File: src/rtl/addsub_pkg.sv
// Shared constants and types for the add/sub arbiter slice.
package addsub_pkg;

  localparam int DATA_W = 8;

  localparam logic OP_ADD = 1'b0;
  localparam logic OP_SUB = 1'b1;

  typedef enum logic {
    ST_EMPTY = 1'b0,
    ST_FULL  = 1'b1
  } out_state_e;

endpackage

File: src/rtl/addsub_unit_8bit.sv
// Combinational 8-bit adder/subtractor with signed overflow detection.
module addsub_unit_8bit
  import addsub_pkg::*;
(
  input  logic [DATA_W-1:0] a,
  input  logic [DATA_W-1:0] b,
  input  logic              op,
  output logic [DATA_W-1:0] result,
  output logic              overflow
);

  logic [DATA_W-1:0] b_eff;

  // Subtract as a + ~b + 1; comparing against the effective operand covers both overflow rules.
  always_comb begin
    b_eff    = (op == OP_SUB) ? ~b : b;
    result   = a + b_eff + {{(DATA_W-1){1'b0}}, op};
    overflow = (a[DATA_W-1] == b_eff[DATA_W-1]) && (result[DATA_W-1] != a[DATA_W-1]);
  end

endmodule

File: src/rtl/addsub_arbiter.sv
// Round-robin arbiter sharing one add/sub unit across N_REQ requesters,
// with a single registered result stage (EMPTY/FULL).
module addsub_arbiter
  import addsub_pkg::*;
#(
  parameter int N_REQ = 4,
  parameter int ID_W  = $clog2(N_REQ)
) (
  input  logic                    clk,
  input  logic                    rst_n,
  input  logic [N_REQ-1:0]        req_valid,
  output logic [N_REQ-1:0]        req_ready,
  input  logic [N_REQ-1:0]        req_op,
  input  logic [DATA_W*N_REQ-1:0] req_a,
  input  logic [DATA_W*N_REQ-1:0] req_b,
  output logic                    rsp_valid,
  input  logic                    rsp_ready,
  output logic [ID_W-1:0]         rsp_id,
  output logic [DATA_W-1:0]       rsp_result,
  output logic                    rsp_overflow
);

  localparam int unsigned N_REQ_U = N_REQ;

  out_state_e        state_q, state_d;
  logic [ID_W-1:0]   last_grant_q;
  logic [ID_W-1:0]   grant_idx;
  logic [ID_W-1:0]   cand;
  int unsigned       idx;
  logic              any_valid;
  logic              can_accept;
  logic              accept;
  logic [DATA_W-1:0] sel_a, sel_b, alu_result;
  logic              sel_op, alu_overflow;

  // Search starts one past the last grant and wraps; the first valid requester wins.
  always_comb begin
    grant_idx = '0;
    any_valid = 1'b0;
    idx       = 0;
    cand      = '0;
    for (int unsigned k = 0; k < N_REQ_U; k++) begin
      idx = k + 1 + {{(32-ID_W){1'b0}}, last_grant_q};
      if (idx >= N_REQ_U) idx = idx - N_REQ_U;
      cand = idx[ID_W-1:0];
      if (!any_valid && req_valid[cand]) begin
        any_valid = 1'b1;
        grant_idx = cand;
      end
    end
  end

  // rst_n gates acceptance so no handshake can be offered while reset is held.
  always_comb begin
    can_accept = rst_n && ((state_q == ST_EMPTY) || rsp_ready);
    accept     = can_accept && any_valid;
    req_ready  = '0;
    if (accept) req_ready[grant_idx] = 1'b1;
  end

  always_comb begin
    sel_a  = req_a[grant_idx*DATA_W +: DATA_W];
    sel_b  = req_b[grant_idx*DATA_W +: DATA_W];
    sel_op = req_op[grant_idx];
  end

  addsub_unit_8bit u_addsub (
    .a        (sel_a),
    .b        (sel_b),
    .op       (sel_op),
    .result   (alu_result),
    .overflow (alu_overflow)
  );

  always_comb begin
    state_d = state_q;
    case (state_q)
      ST_EMPTY: if (accept) state_d = ST_FULL;
      ST_FULL:  if (rsp_ready && !accept) state_d = ST_EMPTY;
      default:  state_d = ST_EMPTY;
    endcase
  end

  always_ff @(posedge clk or negedge rst_n) begin
    if (!rst_n) begin
      state_q      <= ST_EMPTY;
      last_grant_q <= ID_W'(N_REQ - 1);
      rsp_id       <= '0;
      rsp_result   <= '0;
      rsp_overflow <= 1'b0;
    end else begin
      state_q <= state_d;
      if (accept) begin
        last_grant_q <= grant_idx;
        rsp_id       <= grant_idx;
        rsp_result   <= alu_result;
        rsp_overflow <= alu_overflow;
      end
    end
  end

  assign rsp_valid = (state_q == ST_FULL);

endmodule

File: config.mk
export PLATFORM = sky130hd
export DESIGN_NAME = addsub_arbiter
export DESIGN_NICKNAME = d
export VERILOG_FILES = /design/src/rtl/addsub_pkg.sv /design/src/rtl/addsub_unit_8bit.sv /design/src/rtl/addsub_arbiter.sv
export SDC_FILE = /design/constraint.sdc
export NUM_CORES = 1
export LEC_CHECK = 0
export BUFFER_PORTS_ARGS = -buffer_cell sky130_fd_sc_hd__buf_2
export CAP_MARGIN = 40
export CELL_PAD_IN_SITES_DETAIL_PLACEMENT = 1
export CELL_PAD_IN_SITES_GLOBAL_PLACEMENT = 1
export CORE_MARGIN = 3
export CORE_UTILIZATION = 33
export CTS_CLUSTER_SIZE = 40
export DETAILED_ROUTE_END_ITERATION = 8
export GPL_TIMING_DRIVEN = 0
export PLACE_DENSITY_LB_ADDON = 0.1
export SETUP_SLACK_MARGIN = 0.2
export SYNTH_ARGS = -nofsm -noshare
export SYNTH_HDL_FRONTEND = slang
export SYNTH_HIERARCHICAL = 1
export SYNTH_SLANG_ARGS = --single-unit
File: constraint.sdc
create_clock -name clk -period 4.35 [get_ports clk]
set_clock_uncertainty 0.15 [all_clocks]
set_input_delay 0.6525 -clock clk [delete_from_list [all_inputs] [get_ports clk]]
set_output_delay 0.6525 -clock clk [all_outputs]
set_load 0.01 [all_outputs]
[After elaboration in Yosys (flattened, before gate mapping)]
Cells that the tools add are included.
Storage, ports and cells
  memory bits (writable): 0
  bits of input ports: 75
  bits in latches: 0
  register bits: 14
  word-level logic and storage cells: 73
  memories: 0
  output and inout port bits: 16
  memory bits (read-only): 0
Operators by class
  bitwise gates (word level): 2
  eq/ne operators: 2
  multiplexer cells: 29
  multiply operators: 0
  magnitude comparators: 10
  shift operators: 2
  add/sub/neg operators: 10
  reduce and logical (&&, ||, !) cells: 13
  divide/modulo/power cells: 0
Operator list (count)
  variable part select 32 x 6 -> 8 bit: 2
  2-to-1 mux 2 bit: 8
  less-than comparator 2 x 3 -> 1 bit, second input constant: 5
  2-to-1 mux 1 bit: 12
  binary-select mux 1 bit (select 2 bit): 5
  >= comparator 3 bit, second input constant: 3
  adder 8 x 1 -> 8 bit: 1
  adder 8 bit: 1
  logical AND 1 bit: 8
  2-to-1 mux 8 bit: 1
  inverter 8 bit: 1
  subtractor 2 x 1 -> 2 bit, second input constant: 4
  adder 2 x 2 -> 3 bit, first input constant: 2
  adder 3 x 2 -> 4 bit, first input constant: 1
  >= comparator 4 x 3 -> 1 bit, second input constant: 1
  zero test 1 bit: 4
  2-to-1 mux 4 bit: 1
  adder 1 x 2 -> 3 bit, first input constant: 1
  demux 1 bit (select 2 bit): 1
  >= comparator 2 x 1 -> 1 bit, second input constant: 1
  case mux 1 bit (2 select lines): 1
  equality test 1 bit: 1
  logical OR 1 bit: 1
  != test 1 bit: 1
  inverter 1 bit: 1

[Longest topological paths before layout]
Gate-level depths: netlist (run 1).
  depth after elaboration: 22
  gate-level depth with buffers: 16
  gate-level depth less buffers: 13

[By module]
The synthesis (run 1) kept the hierarchy.
Modules (own cells, without submodules)
  addsub_arbiter: times used 1, area an instance 1458.9 um^2, cells each 177
  addsub_unit_8bit: times used 1, area an instance 410.4 um^2, cells each 49

[Worst setup path before layout (run 1)]
OpenSTA, ideal clock, no wires.
  kind: input -> register
  from: in req_valid[0]
  to: reg rsp_result[6]
  arrival time: 3.275 ns
  stages: 15
  required time: 4.135 ns
  buffers on the path: 3
  slack: 0.860 ns
  setup time: 0.065 ns
  cells stage by stage: o21a_1 o21ai_2 clkbuf_1 buf_2 a21boi_0 o32a_1 buf_6 xor2_1 ha_1 nor2b_4 o31a_1 or4_1 nand3_1 nand2_1 nand2_1
On the way
  longest elaborated chain between the ends: 17
  elaborated cells on any way between the ends: 31
RTL lines
  from (decl): line addsub_arbiter.sv:11  | input logic [N_REQ-1:0] req_valid,
  binary-select mux 1 bit (select 2 bit): line addsub_arbiter.sv:46  | if (!any_valid && req_valid[cand]) begin
  2-to-1 mux 1 bit (implied by the code): line addsub_arbiter.sv:46
  2-to-1 mux 1 bit: line addsub_arbiter.sv:46
  zero test 1 bit: line addsub_arbiter.sv:46
  logical AND 1 bit: line addsub_arbiter.sv:46
  2-to-1 mux 1 bit: line addsub_arbiter.sv:46
  zero test 1 bit: line addsub_arbiter.sv:46
  logical AND 1 bit: line addsub_arbiter.sv:46
  (+3 left out)
  2-to-1 mux 2 bit *: line addsub_arbiter.sv:46
  binary-select mux 1 bit (select 2 bit) *: line addsub_arbiter.sv:64  | sel_op = req_op[grant_idx];
  2-to-1 mux 1 bit (implied by the code) *: line addsub_arbiter.sv:64
  named net sel_op: line addsub_arbiter.sv:34  | logic sel_op, alu_overflow;
  2-to-1 mux 8 bit: line addsub_unit_8bit.sv:16  | b_eff = (op == OP_SUB) ? ~b : b;
  adder 8 bit: line addsub_unit_8bit.sv:17  | result = a + b_eff + {{(DATA_W-1){1'b0}}, op};
  adder 8 x 1 -> 8 bit *: line addsub_unit_8bit.sv:17
  named net alu_result[6]: line addsub_arbiter.sv:33  | logic [DATA_W-1:0] sel_a, sel_b, alu_result;
  to (signal assigned): line addsub_arbiter.sv:96  | rsp_result <= alu_result;
  to (decl): line addsub_arbiter.sv:19  | output logic [DATA_W-1:0] rsp_result,
Mark *: on every way through the listed nets, which the timed path passes. The rest lies on a longest branch. The select of a mux whose other input is x is not followed.
A chain may end at the register's enable or synchronous reset.

[Worst setup path after layout (run 1)]
Ends and elaborated chain as after synthesis.

==> results of run 1 <==
## synthesized netlist by cell type, types with 2 or more instances
library cell	count	share of area, %
nand2_1	36	7.2
a21boi_0	34	14
and3_1	19	6.4
a32o_1	17	9.1
o32a_1	17	9.1
dfrtp_1	12	16
xor2_1	11	5.2
buf_2	10	2.7
clkbuf_1	8	1.6
a21oi_1	6	1.6
ha_1	6	4.0
inv_1	5	1.0
nor2_1	4	0.80
o21ai_0	4	1.1
nor2b_1	3	1.0
nor3_1	3	0.80
buf_6	2	1.2
dfstp_2	2	2.8
nand2b_1	2	0.67
o21a_1	2	0.80
## worst paths after layout
kind / from / endpoint / slack [ns] / depth (start not counted)
max: req_valid[0] / rsp_result[6]$_DFFE_PN0P_ / 0.50 / 15
min: rst_n / rsp_valid$_DFF_PN0_ / 0.15 / 1
min reg2reg: rsp_result[5]$_DFFE_PN0P_ / rsp_result[5]$_DFFE_PN0P_ / 0.32 / 2
min in group clk: rsp_result[5]$_DFFE_PN0P_ / rsp_result[5]$_DFFE_PN0P_ / 0.32 / 2
max reg2reg: last_grant_q[1]$_DFFE_PN1P_ / rsp_result[6]$_DFFE_PN0P_ / 0.55 / 14
max in group asynchronous: rst_n / last_grant_q[1]$_DFFE_PN1P_ / 3.61 / 1
## placed cells by master (no fill, tap or decap), types with 2 or more instances in the layout
cell type  count
a32o_1        17
nand2_1       36
o21ai_0        4
nor2b_1        3
clkbuf_1       8
a21oi_1        6
inv_1          5
and3_1        19
ha_1           6
xor2_1        11
clkbuf_8       4
buf_6          2
o21a_1         2
dfrtp_1       12
a21boi_0      34
nor2_1         4
dfstp_2        2
nand2b_1       2
o32a_1        17
buf_2        100
nor3_1         3
## layout make-up
type	count	area [um2]	area share [%]
tap	70	87.58	3.557
clock buffer	4	55.05	2.236
timing repair buffer	90	450.4	18.29
inverter	5	18.77	0.7622
multi-input combinational	187	1395	56.66
buffer	20	102.6	4.167
sequential	14	352.8	14.33
## registers in the layout, indices dropped and copies added, names as in the netlist
register,count
last_grant_q,2
rsp_overflow,1
rsp_result,8
rsp_id,2
rsp_valid,1
## through the flow
| step | hold slack (ns) | total power, mW | util (%) |
|---|---|---|---|
| floorplan | 0.2069 | 1.020 | - |
| global placement | 0.3061 | 1.270 | 45.40 |
| detailed placement | 0.3128 | 1.295 | 45.40 |
| CTS | 0.1510 | 1.430 | 46.44 |
| global route | 0.1649 | 1.575 | 46.44 |
| finish | 0.1470 | 1.409 | 46.44 |
## metal layers
layer,up-vias,GRT usage [%],wire length [um]
met1,1011,25.76,2892
met2,66,38.11,3352
met4,0,5.068,100
met3,10,2.993,365
li1,1054,-,-
met5,-,0,0
## kinds of logic after synthesis
| kind of cell | share of synthesized area (%) |
|---|---|
| xor gates and xnor gates | 5.622 |
| AOI/OAI and AO/OA | 41.97 |
| adders and majority gates | 5.087 |
| and+or+nand+nor | 19.88 |
| DFF | 18.88 |
| buffers and inverters | 6.493 |
| muxes | 2.075 |
## power groups by stage
stage	sequential [mW]	clock [mW]	combinational, mW
2_1_floorplan	0.238	0	0.782
3_3_place_gp	0.217	0	1.05
3_5_place_dp	0.217	0	1.08
4_1_cts	0.215	0.131	1.08
5_1_grt	0.223	0.137	1.22
6_report	0.215	0.126	1.07
==> qor.yml, run 1 <==
run_status:
  status: "finished, final reports clean"
route:
  vias_per_cell: 5.490
  vias: 2141
  drtPass1Iterations: 4
  drtIter0Drc: 78
  drtAntennaViolNets: 0
  wirelength_um: 6711
  drc_errors: 0
  wl_per_cell_um: 17.21
grt:
  overflow: 0
  antenna_found_initial: 0
  track_usage_pct: 20.97
  grt_start_max_net_pins: 16
  grt_pass1_wl_um: 10780
  grt_pass1_vias: 2260
cts:
  cts_setup_buffers: 0
  cts_made_buffers: 3
  postCtsHoldBufs: 0
  cts_num_sinks: 14
  cts_tree: "yes"
  cts_resized: 0
  cts_buffer_depth: 2
  clk_latency_ns: 0.24
  clk_pin_slew_worst_paths_ns: 0.06
  ctsRootBufferMaster: "clkbuf_8"
  htreeDepth: 1
worst_setup_path:
  cp_cell_sequence: "buf_2 -> o21a_1 -> o21ai_2 -> clkbuf_1 -> a21boi_0 -> o32a_1 -> buf_6 -> xor2_1 -> ha_1 -> nor2b_4 -> o31a_1 -> or4_1 -> nand3_1 -> nand2_1 -> nand2_1"
  cp_common_cell: "nand2_1"
  critPathBufInv: 3
  crit_slowest_cell: "clkbuf_1"
  cp-end-kind: "register"
  worstPathMaxFanout: 10
  cp.arrival_ns: 3.88
  critPathTopFamily: "compound AO/OA/AOI/OAI gates"
  cpPeakStageDelay_ns: 0.42
  crit_path_start_kind: "input port"
  cp.required_ns: 4.39
  critical_path_class: "input port to register"
floorplanning:
  initial_utilization_pct: 35.25
  core_area_um2: 5303
  fp.dieW_um: 81.27
  die_y_um: 81.27
  rows: 26
  ios: 91
  dieArea_um2: 6604
power:
  p_sw_mw: 0.6703
  powerDensity_nw_per_um2: 572.3
  comb_power_share_pct: 75.9
  switching_share_pct: 47.56
  peakVddDrop_v: 0.0002962
  power.internal_mw: 0.7391
  p_leak_nw: 1.227
  seqPwrFrac_pct: 15.2
  clockPowerShare_pct: 8.9
sta:
  setup_viol: 0
  slew_violations: 0
  rsz0062_at_grt: "no"
  period_share_pct: 88.41
  fmax_mhz: 260.0
  fin_tns_setup_ns: 0
  hold_viol_final: 0
  tightest_slew_ns: 0.5362
  layout_min_cycle_time_ns: 3.846
  timing.final.ws_setup_ns: 0.5042
  max_slew_margin_pct: 64.23
final_layout:
  diodes: 0
  fin_nets: 403
  final_area_um2: 2462
  drive_gt1_share_pct: 36.88
  fillers: 685
  finalNonFillerCells: 390
  synthToLayoutAreaGrowth_pct: 31.73
placed_design:
  port_buffers: 90
  post-place-ws_ns: 0.2615
  place.gp.congestion: 0.8995
  dp_hpwl_um: 5323
  place_area_um2: 2407
  placed_cells: 386
logic_synthesis:
  avgSynthCellArea_um2: 8.271
  yosys_warnings: 6
  syn_inst: 226
  synth_fp_nets: 308
  synth-edff-count: 0
  ys_ff_latch: 14
  ys_seq_area_share_pct: 18.88
  synth-async-reset-ratio_pct: 100.0
  yosysUniqueCellTypes: 43
  syn_area_um2: 1869
  synth_flop_cell: "dfrtp_1"
run:
  cap_violations: 0
min_path:
  min_path_type: "input port to asynchronous set/reset pin"
Power figures use the tool's default switching activity.
==> run 2, diff against run 1 <==
- CORE_MARGIN: 3 -> default
- CORE_UTILIZATION: 33 -> 35
- SKIP_LAST_GASP: default -> 1
- clock period: 4.35 -> 4.7 ns (I/O delays scaled with it)
==> run 2 against run 1 <==
Sequential power fell by 7%. Final area did not move. Critical path depth grew 1. Highest routed layer unchanged. Non-clock buffer count unchanged. Setup slack better by 0.29 ns. Largest power group unchanged. Count of clock-buffer cells in the layout is the same. Largest cell class unchanged. Clock power down 6%. Critical endpoint unchanged. Routed wire length about the same. Core utilization up 1.5 points. Sequential share of layout area is the same.
==> qor.yml, run 2 (synthesized netlist as in run 1, its figures left out) <==
cts:
  ctsRootBufferMaster: "clkbuf_8"
  htreeDepth: 1  # unchanged
  cts_made_buffers: 3  # unchanged
  cts_resized: 0  # unchanged
  cts_buffer_depth: 2  # unchanged
  postCtsHoldBufs: 0  # unchanged
  clk_pin_slew_worst_paths_ns: 0.06  # about the same
  cts_tree: "yes"
  cts_num_sinks: 14  # unchanged
  cts_setup_buffers: 0  # unchanged
  clk_latency_ns: 0.24  # about the same
sta:
  hold_viol_final: 0  # unchanged
  slew_violations: 0  # unchanged
  period_share_pct: 83.15
  max_slew_margin_pct: 64.62  # +0.39 points
  setup_viol: 0  # unchanged
  holdWs_ns: 0.2008  # +0.05388 ns
  tightest_slew_ns: 0.5239  # -0.01229 ns
  rsz0062_at_grt: "no"
  fin_tns_setup_ns: 0  # unchanged
  fmax_mhz: 255.9
  layout_min_cycle_time_ns: 3.908
worst_setup_path:
  cp-end-kind: "register"
  cp.arrival_ns: 3.94  # +0.06 ns
  critical_path_class: "input port to register"
  r2r_slack_ns: 0.85  # +0.30 ns
  worstPathMaxFanout: 10  # unchanged
  cp.required_ns: 4.73  # +0.34 ns
  crit_path_start_kind: "input port"
route:
  vias: 2153  # +0.56%
  drtPass1Iterations: 4  # unchanged
  wl_per_cell_um: 17.22  # about the same
  drtIter0Drc: 81  # +3.8%
  drc_errors: 0  # unchanged
  drtAntennaViolNets: 0  # unchanged
  vias_per_cell: 5.521  # +0.56%
  wirelength_um: 6716  # about the same
placed_design:
  dp_hpwl_um: 5394  # +1.3%
  place.gp.congestion: 0.8552  # -4.9%
  port_buffers: 90  # unchanged
floorplanning:
  fp.dieW_um: 75.08  # -7.6%
  initial_utilization_pct: 36.37  # +1.1 points
  rows: 26  # unchanged
  core_area_um2: 5140  # -3.1%
  die_y_um: 75.08  # -7.6%
  dieArea_um2: 5637  # -15%
  ios: 91  # unchanged
final_layout:
  final_common_cell: "buf_2"
  top_register: "rsp_result"
  reg.largest.list: "rsp_result: 8 flops, last_grant_q: 2 flops, rsp_id: 2 flops"
  fin_nets: 403  # unchanged
  fillers: 679  # -0.88%
  diodes: 0  # unchanged
  largest_reg_flops: 8  # unchanged
  layout_common_cells: "100 x buf_2, 36 x nand2_1, 34 x a21boi_0, 19 x and3_1"
  drive_gt1_share_pct: 36.88  # unchanged
  post-route-util_pct: 47.91  # +1.5 points
  synthToLayoutAreaGrowth_pct: 31.73  # unchanged
grt:
  antenna_found_initial: 0  # unchanged
  overflow: 0  # unchanged
  grt_start_max_net_pins: 16  # unchanged
  grt_pass1_vias: 2117  # -6.3%
  grt_pass1_wl_um: 10350  # -4.0%
  track_usage_pct: 24.44  # +3.5 points
min_path:
  min_path_type: "input port to asynchronous set/reset pin"
power:
  p_leak_nw: 1.227  # unchanged
  fin_total_pwr_mw: 1.321  # -6.3%
  peakVddDrop_v: 0.0002959  # -0.11%
  powerDensity_nw_per_um2: 536.5  # -6.3%
run:
  cap_violations: 0  # unchanged
run_status:
  status: "finished, final reports clean"
run 2: cell counts in the layout (fill, tap and decap cells not counted):
No cell type changed its count.
run 2: critical path, stage by stage:
cell and delay, ns:
buf_2 0.13, o21a_1 0.19, o21ai_2 0.22, clkbuf_1 0.35
buf_2 0.28, a21boi_0 0.11, o32a_1 0.20, buf_6 0.15
xor2_1 0.16, ha_1 0.35, nor2b_4 0.16, o31a_1 0.26
or4_1 0.40, nand3_1 0.10, nand2_1 0.06, nand2_1 0.08
run 2: layer usage:
layer  vias up  part of all wire, %  track usage [%]
met4         0                 0.94            3.145
met3         8                  5.9            3.748
met2        73                   48            41.54
li1       1055                    -                -
met1      1017                   45            33.55
met5         -                    0                0
run 2: final cells by class:
cell class	instances	area [um2]	share of cell area, %
Buffer	20	102.6	4.167
Clock buffer	4	55.05	2.236
Inverter	5	18.77	0.7622
Multi-Input combinational cell	187	1395	56.66
Sequential cell	14	352.8	14.33
Tap cell	70	87.58	3.557
Timing Repair Buffer	90	450.4	18.29
run 2: path summary, 6_finish.rpt:
| check | to | depth (start not counted) | from |
|---|---|---|---|
| worst max-delay path | rsp_result[6]$_DFFE_PN0P_ | 16 | req_valid[0] |
| worst min-delay path | rsp_valid$_DFF_PN0_ | 1 | rst_n |
| worst max register to register | rsp_result[6]$_DFFE_PN0P_ | 14 | last_grant_q[1]$_DFFE_PN1P_ |
| worst min register to register | rsp_result[1]$_DFFE_PN0P_ | 2 | rsp_result[1]$_DFFE_PN0P_ |
| max in group asynchronous | last_grant_q[0]$_DFFE_PN1P_ | 1 | rst_n |
| min in group clk | rsp_result[1]$_DFFE_PN0P_ | 2 | rsp_result[1]$_DFFE_PN0P_ |
run 2: where the power goes:
part / total, mW / switching [mW] / internal [mW]
combinational: 1.00 / 0.563 / 0.439
clock: 0.119 / 0.0448 / 0.0742
sequential: 0.200 / 0.0282 / 0.172
total: 1.32 / 0.636 / 0.685
run 2: metrics by stage:
stage               setup WS [ns]  cells  instance area (um2)
global route               0.5328    390                 2462
detailed placement         0.5183    386                 2407
floorplan                   1.157    226                 1869
global placement           0.6103    386                 2407
finish                     0.7921    390                 2462
CTS                        0.7697    390                 2462
==> run 3, diff against run 2 <==
- CORE_UTILIZATION: 35 -> 33
- clock period: 4.7 -> 3.9 ns (I/O delays scaled with it)
==> run 3 against run 2 <==
Final cell count increased by 1.3%. Via count increased by 1.6%. Total power increased by 22%. Hold slack got worse by 0.12 ns. Final area increased by 2.8%. Sequential power increased by 20%. Largest cell class unchanged. Clock power increased by 19%. Sequential cell count unchanged. Setup slack got worse by 0.54 ns. Non-clock buffer count increased by 3. Routed wire length decreased by 0.39%. Core utilization decreased by 1.6 points.
==> qor.yml, run 3 (synthesized netlist as in run 1, its figures left out) <==
power:
  comb_power_share_pct: 76.2  # +0.4 points
  clockPowerShare_pct: 8.9  # about the same
  seqPwrFrac_pct: 15.0  # -0.2 points
  p_sw_mw: 0.7592  # +19%
  p_leak_nw: 1.262  # +2.9%
  peakVddDrop_v: 0.0004026  # +36%
  fin_total_pwr_mw: 1.607  # +22%
  power.internal_mw: 0.8475  # +24%
  powerDensity_nw_per_um2: 634.4  # +18%
  switching_share_pct: 47.25  # -0.89 points
final_layout:
  final_common_cell: "buf_2"
  diodes: 0  # unchanged
  final_area_um2: 2532  # +2.8%
  fin_nets: 406  # +0.74%
  layout_common_cells: "98 x buf_2, 36 x nand2_1, 34 x a21boi_0, 19 x and3_1"
  largest_reg_flops: 8  # unchanged
  synthToLayoutAreaGrowth_pct: 35.48
  post-route-util_pct: 46.27  # -1.6 points
  top_register: "rsp_result"
  drive_gt1_share_pct: 39.63  # +2.8 points
  finalNonFillerCells: 395  # +1.3%
  reg.largest.list: "rsp_result: 8 flops, last_grant_q: 2 flops, rsp_id: 2 flops"
  fillers: 725  # +6.8%
floorplanning:
  core_area_um2: 5473  # +6.5%
  fp.dieW_um: 77.27  # +2.9%
  dieArea_um2: 5970  # +5.9%
  initial_utilization_pct: 34.16  # -2.2 points
  ios: 91  # unchanged
  rows: 27  # +3.8%
  die_y_um: 77.27  # +2.9%
worst_setup_path:
  critPathTopFamily: "simple AND/OR/NAND/NOR gates"
  cp.arrival_ns: 3.68  # -0.26 ns
  r2r_slack_ns: 0.26  # -0.59 ns
  cp_num_cells: 13  # -3
  cp_common_cell: "nand2_1"
  critical_path_class: "register to register"
  rr_startpoint: "last_grant_q[1]$_DFFE_PN1P_"
  cp-end-kind: "register"
  cp_cell_sequence: "mux2_4 -> a22oi_4 -> nand2_4 -> o32a_1 -> buf_6 -> xor2_1 -> ha_1 -> nor2b_4 -> o31a_1 -> or4_1 -> nand3_1 -> nand2_1 -> nand2_1"
  critPathBufInv: 1  # -3
  cpPeakStageDelay_ns: 0.61  # +0.21 ns
  cp.required_ns: 3.93  # -0.80 ns
  crit_slowest_cell: "dfstp_2"
  r2r-end: "rsp_result[6]$_DFFE_PN0P_"
  worstPathMaxFanout: 10  # unchanged
  r2r_cells: 13  # -1
  crit_path_start_kind: "register"
placed_design:
  place_area_um2: 2410  # +0.10%
  placed_cells: 388  # +0.52%
  port_buffers: 90  # unchanged
  place.gp.congestion: 0.8638  # +1.0%
  dp_hpwl_um: 5120  # -5.1%
  post-place-ws_ns: -0.1514  # -0.6697 ns
cts:
  cts_tree: "yes"
  postCtsHoldBufs: 0  # unchanged
  cts_made_buffers: 3  # unchanged
  cts_buffer_depth: 2  # unchanged
  clk_latency_ns: 0.25  # about the same
  ctsRootBufferMaster: "clkbuf_8"
  htreeDepth: 1  # unchanged
  clk_pin_slew_worst_paths_ns: 0.06  # about the same
  cts_num_sinks: 14  # unchanged
run:
  cap_violations: 0  # unchanged
route:
  wirelength_um: 6690  # -0.39%
  drtAntennaViolNets: 0  # unchanged
  vias: 2187  # +1.6%
  vias_per_cell: 5.537  # +0.29%
  drtPass1Iterations: 6  # +2
  drtIter0Drc: 77  # -4.9%
  wl_per_cell_um: 16.94  # -1.6%
  drc_errors: 0  # unchanged
grt:
  grt_pass1_vias: 2234  # +5.5%
  grt_pass1_wl_um: 10980  # +6.1%
  grt_start_max_net_pins: 16  # unchanged
  antenna_found_initial: 0  # unchanged
  overflow: 0  # unchanged
  track_usage_pct: 22.73  # -1.7 points
sta:
  max_slew_margin_pct: 67.22  # +2.6 points
  hold_viol_final: 0  # unchanged
  setup_viol: 0  # unchanged
  slew_violations: 0  # unchanged
  period_share_pct: 93.45
  fmax_mhz: 274.4
  holdWs_ns: 0.07907  # -0.1218 ns
  layout_min_cycle_time_ns: 3.645
  fin_tns_setup_ns: 0  # unchanged
  rsz0062_at_grt: "yes"
  tightest_slew_ns: 0.4854  # -0.03853 ns
  timing.final.ws_setup_ns: 0.2555  # -0.5366 ns
run_status:
  status: "finished, final reports clean"
min_path:
  min_path_type: "input port to asynchronous set/reset pin"
## run 3: metal layers
| layer | vias up | global-route usage, % | part of all wire (%) |
|---|---|---|---|
| li1 | 1054 | - | - |
| met1 | 1057 | 30.07 | 43 |
| met2 | 70 | 39.38 | 50 |
| met3 | 6 | 3.214 | 5.4 |
| met4 | 0 | 3.774 | 1.0 |
| met5 | - | 0 | 0 |
## run 3: final cells by class
class | count | area, um2 | share of cell area [%]
Tap cell | 72 | 90.09 | 3.557
Buffer | 20 | 122.6 | 4.842
Inverter | 5 | 18.77 | 0.7411
Multi-Input combinational cell | 187 | 1420 | 56.08
Sequential cell | 14 | 352.8 | 13.93
Clock buffer | 4 | 55.05 | 2.174
Timing Repair Buffer | 93 | 473.0 | 18.68
## run 3: power groups by stage
stage	clock, mW	sequential [mW]	combinational, mW
CTS	0.146	0.242	1.21
floorplan	0	0.265	0.872
detailed placement	0	0.243	1.19
finish	0.142	0.241	1.22
global route	0.153	0.250	1.36
global placement	0	0.242	1.17
## run 3: worst max path at each step
stage	from	to
6_report	last_grant_q[1]$_DFFE_PN1P_	rsp_result[6]$_DFFE_PN0P_
5_1_grt	last_grant_q[1]$_DFFE_PN1P_	rsp_overflow$_DFFE_PN0P_
4_1_cts	last_grant_q[1]$_DFFE_PN1P_	rsp_result[6]$_DFFE_PN0P_
3_5_place_dp	req_valid[0]	rsp_result[6]$_DFFE_PN0P_
3_3_place_gp	req_valid[0]	rsp_result[6]$_DFFE_PN0P_
2_1_floorplan	last_grant_q[1]$_DFFE_PN1P_	rsp_result[6]$_DFFE_PN0P_
## run 3: worst register-to-register path, stage by stage, from the launching register on
cell and delay (ns):
dfstp_2 0.61, mux2_4 0.33, a22oi_4 0.20, nand2_4 0.13, o32a_1 0.41, buf_6 0.16
xor2_1 0.16, ha_1 0.36, nor2b_4 0.16, o31a_1 0.27, or4_1 0.40, nand3_1 0.10
nand2_1 0.06, nand2_1 0.07
## run 3: repair_timing
action | in CTS | in global routing
gates resized for setup | 7 | 11
pin swaps | 1 | 0
endpoints found under the setup margin | 3 | 3
setup buffers | 1 | 2
